`src/rtl/modport_bridge_if.sv`:
```
// AHB-side and APB-side signal bundle for the AHB-to-APB bridge.
// The bridge uses the slave modport; an AHB master / APB slave model uses master.
interface modport_bridge_if;
  logic        Hwrite;
  logic        Hreadyin;
  logic [1:0]  Htrans;
  logic [31:0] Haddr;
  logic [31:0] Hwdata;
  logic [2:0]  Hburst;
  logic [2:0]  Hsize;
  logic        Hreadyout;
  logic [1:0]  Hresp;
  logic [31:0] Hrdata;
  logic [3:0]  Pselx;
  logic        Penable;
  logic        Pwrite;
  logic [31:0] Paddr;
  logic [31:0] Pwdata;
  logic [31:0] Prdata;

  modport slave (
    input  Hwrite, Hreadyin, Htrans, Haddr, Hwdata, Hburst, Hsize, Prdata,
    output Hreadyout, Hresp, Hrdata, Pselx, Penable, Pwrite, Paddr, Pwdata
  );

  modport master (
    output Hwrite, Hreadyin, Htrans, Haddr, Hwdata, Hburst, Hsize, Prdata,
    input  Hreadyout, Hresp, Hrdata, Pselx, Penable, Pwrite, Paddr, Pwdata
  );
endinterface

```
`src/rtl/modport_bridge.sv`:
```
// AHB-to-APB bridge: Moore FSM converting pipelined AHB transfers into
// two-cycle APB setup/enable accesses to three slaves at 0x8000_0000-0x8BFF_FFFF.
module modport_bridge (
  input  logic            clk,
  input  logic            Hresetn,
  modport_bridge_if.slave bus
);

  typedef enum logic [2:0] {
    IDLE, READ, RENABLE, WWAIT, WRITE, WENABLE, WRITEP, WENABLEP
  } state_e;

  state_e      state_q, state_d;
  logic [31:0] haddr1_q, haddr1_d, haddr2_q, haddr2_d;
  logic        hwrite1_q, hwrite1_d, hwrite2_q, hwrite2_d;
  logic [3:0]  pselx_q, pselx_d;
  logic        penable_q, penable_d;
  logic        pwrite_q, pwrite_d;
  logic [31:0] paddr_q, paddr_d;
  logic [31:0] pwdata_q, pwdata_d;
  logic [31:0] src_addr;
  logic        valid;
  logic        unused_attr;

  function automatic logic [3:0] decode(input logic [31:0] a);
    case (a[27:26])
      2'b00:   decode = 4'b0001;
      2'b01:   decode = 4'b0010;
      2'b10:   decode = 4'b0100;
      default: decode = 4'b0000;
    endcase
  endfunction

  assign valid = bus.Hreadyin && bus.Htrans[1] &&
                 (bus.Haddr[31:28] == 4'h8) && (bus.Haddr[27:26] != 2'b11);

  assign unused_attr = ^{bus.Hburst, bus.Hsize};

  always_comb begin
    state_d = state_q;
    case (state_q)
      IDLE, RENABLE, WENABLE: begin
        if (valid && !bus.Hwrite) state_d = READ;
        else if (valid)           state_d = WWAIT;
        else                      state_d = IDLE;
      end
      READ:     state_d = RENABLE;
      WWAIT:    state_d = valid ? WRITEP : WRITE;
      WRITE:    state_d = WENABLE;
      WRITEP:   state_d = WENABLEP;
      WENABLEP: begin
        if (!hwrite2_q)  state_d = READ;
        else if (valid)  state_d = WRITEP;
        else             state_d = WRITE;
      end
      default:  state_d = IDLE;
    endcase
  end

  // WWAIT holds the address latched one edge ago; WENABLEP serves the transfer
  // accepted two edges ago (the one stalled behind the previous write).
  always_comb begin
    if (state_q == WWAIT)         src_addr = haddr1_q;
    else if (state_q == WENABLEP) src_addr = haddr2_q;
    else                          src_addr = bus.Haddr;
  end

  always_comb begin
    haddr1_d  = bus.Haddr;
    haddr2_d  = haddr1_q;
    hwrite1_d = bus.Hwrite;
    hwrite2_d = hwrite1_q;
    pselx_d   = pselx_q;
    penable_d = penable_q;
    pwrite_d  = pwrite_q;
    paddr_d   = paddr_q;
    pwdata_d  = pwdata_q;
    case (state_d)
      READ: begin
        pselx_d   = decode(src_addr);
        penable_d = 1'b0;
        pwrite_d  = 1'b0;
        paddr_d   = src_addr;
      end
      WRITE, WRITEP: begin
        pselx_d   = decode(src_addr);
        penable_d = 1'b0;
        pwrite_d  = 1'b1;
        paddr_d   = src_addr;
        pwdata_d  = bus.Hwdata;
      end
      RENABLE, WENABLE, WENABLEP: penable_d = 1'b1;
      default: begin
        pselx_d   = 4'b0000;
        penable_d = 1'b0;
      end
    endcase
  end

  always_ff @(posedge clk or posedge Hresetn) begin
    if (Hresetn) begin
      state_q   <= IDLE;
      haddr1_q  <= '0;
      haddr2_q  <= '0;
      hwrite1_q <= 1'b0;
      hwrite2_q <= 1'b0;
      pselx_q   <= '0;
      penable_q <= 1'b0;
      pwrite_q  <= 1'b0;
      paddr_q   <= '0;
      pwdata_q  <= '0;
    end else begin
      state_q   <= state_d;
      haddr1_q  <= haddr1_d;
      haddr2_q  <= haddr2_d;
      hwrite1_q <= hwrite1_d;
      hwrite2_q <= hwrite2_d;
      pselx_q   <= pselx_d;
      penable_q <= penable_d;
      pwrite_q  <= pwrite_d;
      paddr_q   <= paddr_d;
      pwdata_q  <= pwdata_d;
    end
  end

  assign bus.Hreadyout = !(state_q inside {READ, WRITE, WRITEP});
  assign bus.Hresp     = 2'b00;
  assign bus.Hrdata    = bus.Prdata;
  assign bus.Pselx     = pselx_q;
  assign bus.Penable   = penable_q;
  assign bus.Pwrite    = pwrite_q;
  assign bus.Paddr     = paddr_q;
  assign bus.Pwdata    = pwdata_q;

endmodule

```
`src/flat_wrapper.sv`:
```
// flat-port wrapper written by rule: the top's interface ports become plain ports
module modport_bridge_flat 
  (clk, Hresetn, bus_Hwrite, bus_Hreadyin, bus_Htrans, bus_Haddr, bus_Hwdata, bus_Hburst, bus_Hsize, bus_Prdata, bus_Hreadyout, bus_Hresp, bus_Hrdata, bus_Pselx, bus_Penable, bus_Pwrite, bus_Paddr, bus_Pwdata);
  modport_bridge_if bus_i ();
  input  logic clk;
  input  logic Hresetn;
  input wire logic [$bits(bus_i.Hwrite)-1:0] bus_Hwrite;
  input wire logic [$bits(bus_i.Hreadyin)-1:0] bus_Hreadyin;
  input wire logic [$bits(bus_i.Htrans)-1:0] bus_Htrans;
  input wire logic [$bits(bus_i.Haddr)-1:0] bus_Haddr;
  input wire logic [$bits(bus_i.Hwdata)-1:0] bus_Hwdata;
  input wire logic [$bits(bus_i.Hburst)-1:0] bus_Hburst;
  input wire logic [$bits(bus_i.Hsize)-1:0] bus_Hsize;
  input wire logic [$bits(bus_i.Prdata)-1:0] bus_Prdata;
  output wire logic [$bits(bus_i.Hreadyout)-1:0] bus_Hreadyout;
  output wire logic [$bits(bus_i.Hresp)-1:0] bus_Hresp;
  output wire logic [$bits(bus_i.Hrdata)-1:0] bus_Hrdata;
  output wire logic [$bits(bus_i.Pselx)-1:0] bus_Pselx;
  output wire logic [$bits(bus_i.Penable)-1:0] bus_Penable;
  output wire logic [$bits(bus_i.Pwrite)-1:0] bus_Pwrite;
  output wire logic [$bits(bus_i.Paddr)-1:0] bus_Paddr;
  output wire logic [$bits(bus_i.Pwdata)-1:0] bus_Pwdata;
  assign bus_i.Hwrite = bus_Hwrite;
  assign bus_i.Hreadyin = bus_Hreadyin;
  assign bus_i.Htrans = bus_Htrans;
  assign bus_i.Haddr = bus_Haddr;
  assign bus_i.Hwdata = bus_Hwdata;
  assign bus_i.Hburst = bus_Hburst;
  assign bus_i.Hsize = bus_Hsize;
  assign bus_i.Prdata = bus_Prdata;
  assign bus_Hreadyout = bus_i.Hreadyout;
  assign bus_Hresp = bus_i.Hresp;
  assign bus_Hrdata = bus_i.Hrdata;
  assign bus_Pselx = bus_i.Pselx;
  assign bus_Penable = bus_i.Penable;
  assign bus_Pwrite = bus_i.Pwrite;
  assign bus_Paddr = bus_i.Paddr;
  assign bus_Pwdata = bus_i.Pwdata;
  modport_bridge u_core (.clk(clk), .Hresetn(Hresetn), .bus(bus_i));
endmodule
```
`config.mk`:
```
export PLATFORM = sky130hd
export DESIGN_NAME = modport_bridge_flat
export DESIGN_NICKNAME = d
export VERILOG_FILES = /design/src/rtl/modport_bridge_if.sv /design/src/rtl/modport_bridge.sv /design/src/flat_wrapper.sv
export SDC_FILE = /design/constraint.sdc
export NUM_CORES = 1
export LEC_CHECK = 0
export CELL_PAD_IN_SITES_DETAIL_PLACEMENT = 0
export CELL_PAD_IN_SITES_GLOBAL_PLACEMENT = 2
export CORE_MARGIN = 2
export CORE_UTILIZATION = 28
export CTS_CLUSTER_SIZE = 10
export DETAILED_ROUTE_END_ITERATION = 8
export PLACE_DENSITY = 0.85
export SKIP_LAST_GASP = 1
export SLEW_MARGIN = 20
export SYNTH_ARGS = -nofsm -noshare
export SYNTH_HDL_FRONTEND = slang
export SYNTH_SLANG_ARGS = --single-unit
```
`constraint.sdc`:
```
create_clock -name clk -period 6.5 [get_ports clk]
set_input_delay 1.3 -clock clk [delete_from_list [all_inputs] [get_ports clk]]
set_output_delay 1.3 -clock clk [all_outputs]
set_load 0.005 [all_outputs]
```
==> summary.txt, run 1 <==
Clock tree
  • Hold Buf Count CTS: 0
  • CTS Buffer Depth: 2
  • Clock transition at path regs: 0.06 ns
  • Root Driver: clkbuf_16
  • Clock Latency Late Sink: 0.41 ns
  • CTS Buf Count: 17
  • Post-CTS Resized: 0
  • CTS tree: yes
  • Post-CTS Setup Inserts: 0
  • Clock sink total: 138
  • CTS HTree Levels: 4

Timing
  • Final Skew: 0.004314 ns
  • Slew headroom: 46.20%
  • RSZ-0062 raised after global routing: no
  • Setup ws final: 2.945 ns
  • Fin crit share: 54.69%
  • Minimum clock period: 3.555 ns
  • Max Clock Freq: 281.3 MHz
  • Setup violators final: 0
  • Final Hold Fails: 0
  • Setup TNS: 0 ns
  • Slew of the pin with the lowest slew margin: 0.8069 ns
  • Final Slew Violations: 0

Power
  • P per Cell Area: 330.7 nW/um^2
  • Leakage: 3.224 nW
  • Peak VDD IR: 0.1736 mV

Yosys
  • Syn Std Cell Area: 5483 sq um
  • Distinct cell type count of the synthesized netlist: 33
  • Top post-synthesis cells by area: dfrtp_1, mux2_2, mux2_4
  • Gate Count Post-Synth: 389
  • Post-synth EDFFs: 0
  • YS warnings: 0
  • Most frequent cell after synthesis: dfrtp_1
  • Post-Syn Area per Cell: 14.09 sq um
  • Top post-synthesis cells by count: dfrtp_1, mux2_2, buf_4
  • Cell accounting for the most synthesized area: dfrtp_1
  • Yosys top cell area share: 62.98%
  • Post-synth ARST share: 100.0%
  • Ys flop type: dfrtp_1
  • Sequential-to-total area share from yosys stat: 62.98%
  • Number of synthesized register bits: 138

Setup path
  • Number of buffers and inverters on the critical path: 2
  • Reg2reg setup slack: 3.72 ns
  • Critical-path top delay cell: dfrtp_2
  • Top delay family on crit path: flip-flops
  • CP Cell Sequence: nor3b_1 > or2_2 > inv_1 > clkdlybuf4s50_1
  • Worst EP required: 5.20 ns
  • Startpoint types: flop
  • Critical Path AT: 2.26 ns
  • Setup crit end kind: output port
  • CP peak stage delay: 0.76 ns
  • Worst Setup Path Type: flop to output port
  • Crit Path Max Fanout: 24

Cells and area
  • P&R area growth vs syn: 35.37%
  • Layout Utilization: 38.39%
  • Final Net Count: 606
  • Share of layout cells above drive strength 1: 20.94%
  • Non-Filler Instances: 776
  • # diodes: 0

Floorplan
  • Die Wd: 143.9 um
  • Initial Util: 28.36%
  • Die Height: 143.9 um
  • I/O pin total: 213
  • Rows: 51
  • Die area: 20,720 sq um
  • Core region area: 19,330 sq um

Routing
  • Final WL: 11.36 mm
  • WL per Instance: 14.63 um
  • # DRC: 0
  • Initial DRC count: 137
  • Detailed Routing Iterations Pass 1: 4
  • Post-DRT Antenna Nets: 0
  • DR vias/cell: 4.223
  • Vias: 3,277

Flow run
  • Max_cap viols: 0

Global route
  • Global-route wire length before repair: 18.55 mm
  • Remaining Overflow, GRT: 0
  • Tot GR Track Use: 11.78%
  • Antenna violations before repair: 0
  • Largest net degree at the start of global routing: 76
  • Vias in the first global route: 3,558

Place
  • Gpl congestion: 0.7324
  • PortBufs: 138
  • HPWL after detailed placement: 7.548 mm
  • Placed insts: 743
  • Worst slack, placed: 2.832 ns

Status
  • Outcome: finished, final reports clean

Hold path
  • Hold Path Class: flop to flop
-- worst paths after layout --
kind,end,startpoint,cells past startpoint
max,bus_Hreadyout,u_core.state_q[2],4
min,u_core.hwrite2_q,u_core.hwrite1_q,0
max reg2reg,u_core.bus.Paddr[23],u_core.state_q[2],5
min reg2reg,u_core.hwrite2_q,u_core.hwrite1_q,0
max in group asynchronous,u_core.state_q[2],Hresetn,3
min in group asynchronous,u_core.bus.Paddr[1],Hresetn,2
-- metal layers --
metal	share of wire [%]	routed length, um	GRT usage (%)
met1	42	4776	13.71
met2	47	5386	18.57
met3	9.3	1058	6.065
met4	1.2	133	4.334
met5	0	0	0
-- registers in the layout, indices dropped and copies added (netlist names) --
name                flops
u_core.bus.Pwdata      32
u_core.hwrite2_q        1
u_core.state_q          3
u_core.hwrite1_q        1
u_core.haddr1_q        32
u_core.bus.Paddr       32
u_core.bus.Pwrite       1
u_core.bus.Penable      1
u_core.bus.Pselx        3
u_core.haddr2_q        32
-- power breakdown --
part / switching (mW) / internal, mW
clock network: 0.409 / 0.502
logic: 0.150 / 0.334
registers: 0.0816 / 0.979
-- area by class of cell --
cell class / instances / area (sq um)
Fill cell: 1864 / 11910
Sequential cell: 138 / 3455
Multi-Input combinational cell: 191 / 1623
Timing Repair Buffer: 143 / 1426
Clock buffer: 17 / 425.4
Tap cell: 265 / 331.6
Clock inverter: 15 / 130.1
Inverter: 7 / 31.28
-- cells in the final DEF (no fill, tap or decap) --
master and count:
a21o_1 1, a21oi_1 2, a21oi_4 1, a22o_1 3, a31oi_1 1, a41oi_1 2
and2b_1 1, and3b_1 1, and4bb_2 1, buf_4 4, buf_8 1, clkbuf_16 17
clkdlybuf4s50_1 138, clkinv_4 1, clkinvlp_4 5, conb_1 3, dfrtp_1 137, dfrtp_2 1
inv_1 6, inv_6 8, inv_8 2, mux2_2 37, mux2_4 24, mux2i_1 33
nand2_1 32, nand2_2 1, nand3_2 1, nor2_1 2, nor2b_1 4, nor3_1 1
nor3b_1 1, o211a_2 1, o21ai_0 31, o22ai_1 3, or2_2 2, or3_1 1
or4_1 1
-- cell families after synthesis --
kind of cell | Yosys count | share of synthesized area, %
flip-flops | 138 | 62.98
multiplexers | 94 | 20.20
buffers and inverters | 62 | 7.691
AND/OR/NAND/NOR | 49 | 4.313
AO/OA/AOI/OAI | 45 | 4.747
other | 1 | 0.06840
-- stage by stage --
stage / power (mW) / area, sq um / hold WS, ns
2_1_floorplan: 1.295 / 5490 / 0.3312
3_3_place_gp: 1.555 / 6852 / 0.3334
3_5_place_dp: 1.568 / 6852 / 0.3441
4_1_cts: 2.502 / 7407 / 0.3595
5_1_grt: 2.595 / 7422 / 0.3692
6_report: 2.454 / 7422 / 0.3580
Power figures use the tool's default switching activity.
==> run 2: changes to the inputs <==
- clock period: 6.5 -> 3.46 ns (I/O delays scaled with it)
==> summary.txt, run 2 (synthesis gave the netlist of run 1 again) <==
Cells and area
  • Commonest non-fill, non-tap cells in the layout: clkdlybuf4s50_1, dfrtp_1, mux2_2
  • Non-Filler Instances: 777
  • # diodes: 0
  • Fill cell count: 1,827
  • Most common cell after layout, fill and taps aside: clkdlybuf4s50_1
  • Post-route cell area: 7517 sq um
  • P&R area growth vs syn: 37.11%
  • Final Net Count: 607
  • Share of layout cells above drive strength 1: 21.09%
  • Layout Utilization: 38.88%

Place
  • PortBufs: 138
  • Placed insts: 745
  • HPWL after detailed placement: 7.431 mm
  • Placed inst area: 6890 sq um
  • Gpl congestion: 0.7614
  • Worst slack, placed: 0.3763 ns

Global route
  • Global-route wire length before repair: 18.61 mm
  • Tot GR Track Use: 11.70%
  • Remaining Overflow, GRT: 0
  • Grt met3 use: 4.865%
  • Met1 Use GR: 14.09%
  • Largest net degree at the start of global routing: 139
  • Antenna violations before repair: 0
  • Routing usage on met2: 18.40%
  • Vias in the first global route: 3,670
  • Grt peak-use layer: met2

Routing
  • # DRC: 0
  • Detailed Routing Iterations Pass 1: 4
  • Initial DRC count: 103
  • Post-DRT Antenna Nets: 0
  • Vias: 3,260
  • WL per Instance: 14.72 um
  • DR vias/cell: 4.196
  • Final WL: 11.44 mm

Floorplan
  • Die Wd: 143.9 um
  • Initial Util: 28.36%
  • Die area: 20,720 sq um
  • Die Height: 143.9 um
  • Rows: 51
  • I/O pin total: 213
  • Core region area: 19,330 sq um

Clock tree
  • Clock transition at path regs: 0.06 ns
  • CTS Buf Count: 17
  • Post-CTS Resized: 0
  • CTS tree: yes
  • CTS Buffer Depth: 2
  • Root Driver: clkbuf_16
  • Clock Latency Late Sink: 0.41 ns
  • Post-CTS Setup Inserts: 0
  • CTS HTree Levels: 4
  • Clock sink total: 138
  • Hold Buf Count CTS: 0

Timing
  • Final Slew Violations: 0
  • Setup TNS: 0 ns
  • Max Clock Freq: 374.1 MHz
  • Slew headroom: 51.20%
  • Slew of the pin with the lowest slew margin: 0.7321 ns
  • Hold WS: 0.3485 ns
  • Final Skew: 0.007677 ns
  • Minimum clock period: 2.673 ns
  • RSZ-0062 raised after global routing: no
  • Final Hold Fails: 0
  • Setup violators final: 0
  • Fin crit share: 77.26%
  • Setup ws final: 0.7867 ns

Setup path
  • Worst Setup Path Type: flop to output port
  • Critical Path AT: 1.98 ns
  • Critical-path top delay cell: clkdlybuf4s50_1
  • Startpoint types: flop
  • Crit Path Max Fanout: 10
  • CP peak stage delay: 0.49 ns
  • CP Cell Sequence: nor3b_1 > or2_2 > inv_1 > clkdlybuf4s50_1
  • Setup crit end kind: output port
  • R2R cell count: 6
  • Worst EP required: 2.77 ns

Status
  • Outcome: finished, final reports clean

Power
  • Leakage: 3.280 nW
  • Overall Power: 4.807 mW
  • P per Cell Area: 639.4 nW/um^2
  • Peak VDD IR: 0.3013 mV

Hold path
  • Hold Path Class: flop to flop
  • Hold Path Cell Cnt: 0

Flow run
  • Max_cap viols: 0
run 2: cell count changes in the layout (fill, tap and decap cells not counted):
cell        change
clkinv_4        +1
bufinv_16       +3
inv_6           -4
buf_12          +2
clkinv_2        +2
clkinvlp_4      -3
inv_8           -2
buf_8           -1
clkbuf_8        +3
run 2: critical path: cells and delay by family (launching register included):
kind | cells | cell delay [ns]
flip-flops | 1 | 0.47
buffers and inverters | 2 | 0.56
AND/OR/NAND/NOR | 2 | 0.55
run 2: area by class of cell:
type / instances / area, sq um / area share, %
clock inverters: 12 / 160.2 / 2.130
clock buffers: 20 / 466.7 / 6.208
multi-input cells: 191 / 1623 / 21.59
flip-flops and latches: 138 / 3455 / 45.96
well taps: 265 / 331.6 / 4.411
inverters: 7 / 30.03 / 0.3995
repair buffers: 144 / 1451 / 19.31
run 2: worst paths after layout:
path                                        start             endpoint  slack, ns
worst max-delay path            u_core.state_q[0]        bus_Hreadyout       0.79
worst min-delay path             u_core.hwrite1_q     u_core.hwrite2_q       0.35
worst max register to register  u_core.state_q[2]  u_core.bus.Paddr[1]       1.02
worst min register to register   u_core.hwrite1_q     u_core.hwrite2_q       0.35
max in group asynchronous                 Hresetn    u_core.state_q[2]       2.05
min in group asynchronous                 Hresetn   u_core.haddr1_q[5]       0.84
run 2: metal layers:
metal / part of all wire (%) / vias up
met2: 47 / 129
li1: - / 1511
met1: 43 / 1607
met3: 8.5 / 13
met5: 0 / -
met4: 1.4 / 0
run 2: power by group:
part | switching, mW | total, mW | internal (mW)
Clock | 0.700 | 1.90 | 1.20
Combinational | 0.305 | 0.935 | 0.630
Sequential | 0.131 | 1.97 | 1.84
==> run 3: changes to the inputs <==
- CORE_UTILIZATION: 28 -> 25
- PLACE_DENSITY: 0.85 -> 0.8
- clock period: 3.46 -> 2.3 ns (I/O delays scaled with it)
==> summary.txt, run 3 (synthesis gave the netlist of run 1 again) <==
Status
  • Outcome: finished, final reports clean

Cells and area
  • Final Net Count: 620
  • Commonest non-fill, non-tap cells in the layout: clkdlybuf4s50_1, dfrtp_1, mux2_2
  • Share of layout cells above drive strength 1: 23.24%
  • P&R area growth vs syn: 39.18%
  • Post-route cell area: 7631 sq um
  • Most common cell after layout, fill and taps aside: clkdlybuf4s50_1
  • # diodes: 0

Global route
  • Routing usage on met2: 18.06%
  • Grt peak-use layer: met2
  • Global-route wire length before repair: 19.69 mm
  • Vias in the first global route: 3,704
  • Largest net degree at the start of global routing: 62
  • Tot GR Track Use: 10.64%
  • Antenna violations before repair: 0
  • Remaining Overflow, GRT: 0
  • Met1 Use GR: 12.69%
  • Grt met3 use: 3.480%

Hold path
  • Hold Path Class: flop to flop
  • Hold Crit Start: u_core.hwrite1_q

Timing
  • Minimum clock period: 2.209 ns
  • RSZ-0062 raised after global routing: no
  • Setup violators final: 0
  • Setup TNS: 0 ns
  • Hold WS: 0.3539 ns
  • Final Slew Violations: 0
  • Fin crit share: 96.06%
  • Slew of the pin with the lowest slew margin: 0.5850 ns
  • Final Skew: 0.008019 ns
  • Max Clock Freq: 452.6 MHz
  • Slew headroom: 61.00%
  • Final Hold Fails: 0

Clock tree
  • CTS HTree Levels: 4
  • Clock Latency Late Sink: 0.41 ns
  • CTS tree: yes
  • Clock sink total: 138
  • Root Driver: clkbuf_16
  • CTS Buf Count: 17
  • CTS Buffer Depth: 2
  • Clock transition at path regs: 0.06 ns

Floorplan
  • Rows: 54
  • Core region area: 21,690 sq um
  • I/O pin total: 213
  • Die Wd: 152.1 um
  • Die area: 23,130 sq um
  • Initial Util: 25.28%
  • Die Height: 152.1 um

Setup path
  • CP peak stage delay: 0.43 ns
  • Worst Setup Path Type: flop to flop
  • R2R Path Start: u_core.state_q[0]
  • Startpoint types: flop
  • Worst path most repeated cell: buf_4
  • Worst EP required: 2.59 ns
  • Setup crit end kind: flop
  • Crit Path Max Fanout: 35
  • Critical-path top delay cell: dfrtp_2
  • Reg2reg setup slack: 0.09 ns
  • CP Cell Sequence: buf_4 > buf_4 > and3b_1 > o21ai_0 > or3_1 > o211a_2 > buf_12 > mux2_2
  • Critical Path AT: 2.50 ns
  • Worst Setup SP: u_core.state_q[0]

Power
  • Leakage: 3.319 nW
  • Peak VDD IR: 0.3944 mV
  • P per Cell Area: 937.1 nW/um^2

Routing
  • Detailed Routing Iterations Pass 1: 4
  • # DRC: 0
  • Final WL: 11.87 mm
  • WL per Instance: 14.75 um
  • DR vias/cell: 4.174
  • Initial DRC count: 115
  • Vias: 3,360
  • Post-DRT Antenna Nets: 0

Place
  • PortBufs: 138
  • Placed inst area: 6994 sq um
  • HPWL after detailed placement: 8.018 mm
  • Gpl congestion: 0.7631

Flow run
  • Max_cap viols: 0
## run 3: stage by stage
step | instances | worst slack [ns] | utilization, % | power [mW]
CTS | 804 | 0.003577 | 35.14 | 7.274
detailed placement | 768 | -0.2082 | 32.25 | 4.472
finish | 805 | 0.09069 | 35.19 | 7.151
floorplan | 391 | 0.1189 | - | 3.662
global placement | 768 | -0.2140 | 32.25 | 4.432
global route | 805 | 0.03379 | 35.19 | 7.532
## run 3: final timing paths
| check | cells after the start | endpoint |
|---|---|---|
| setup / recovery | 8 | u_core.bus.Paddr[24] |
| min in group asynchronous | 2 | u_core.haddr2_q[28] |
| max in group asynchronous | 3 | u_core.bus.Paddr[16] |
| hold / removal | 0 | u_core.hwrite2_q |
| hold reg to reg | 0 | u_core.hwrite2_q |
| setup reg to reg | 8 | u_core.bus.Paddr[24] |
## run 3: repair_timing
item	in CTS	in global routing
setup buffers	4	1
cloned	0	0
gates resized for setup	3	1
endpoints found under the setup margin	1	1
pin swaps	1	0
hold buffers	0	0
## run 3: final cells by class
cell class	instances	area, sq um
flip-flops and latches	138	3456
well taps	280	350.3
multi-input cells	191	1630
fillers	2087	14060
clock buffers	19	442.9
clock inverters	13	145.1
repair buffers	157	1577
inverters	7	30.03
## run 3: worst max-delay path, delay by kind of cell (launching register included)
family	cells	cell delay, ns
AO/OA/AOI/OAI	2	0.41
flip-flops	1	0.43
buffers and inverters	3	0.54
multiplexers	1	0.37
AND/OR/NAND/NOR	2	0.29
## run 3: routing by layer
metal  vias up  share of wire, %
li1       1538                 -
met1      1725                43
met2        89                51
met3         8               4.6
met4         0               1.1
met5         -                 0
## run 3: power by group
part	internal [mW]	switching, mW	total [mW]
Sequential	2.77	0.199	2.97
Clock	1.63	1.07	2.70
Combinational	0.993	0.485	1.48
Total	5.40	1.76	7.15
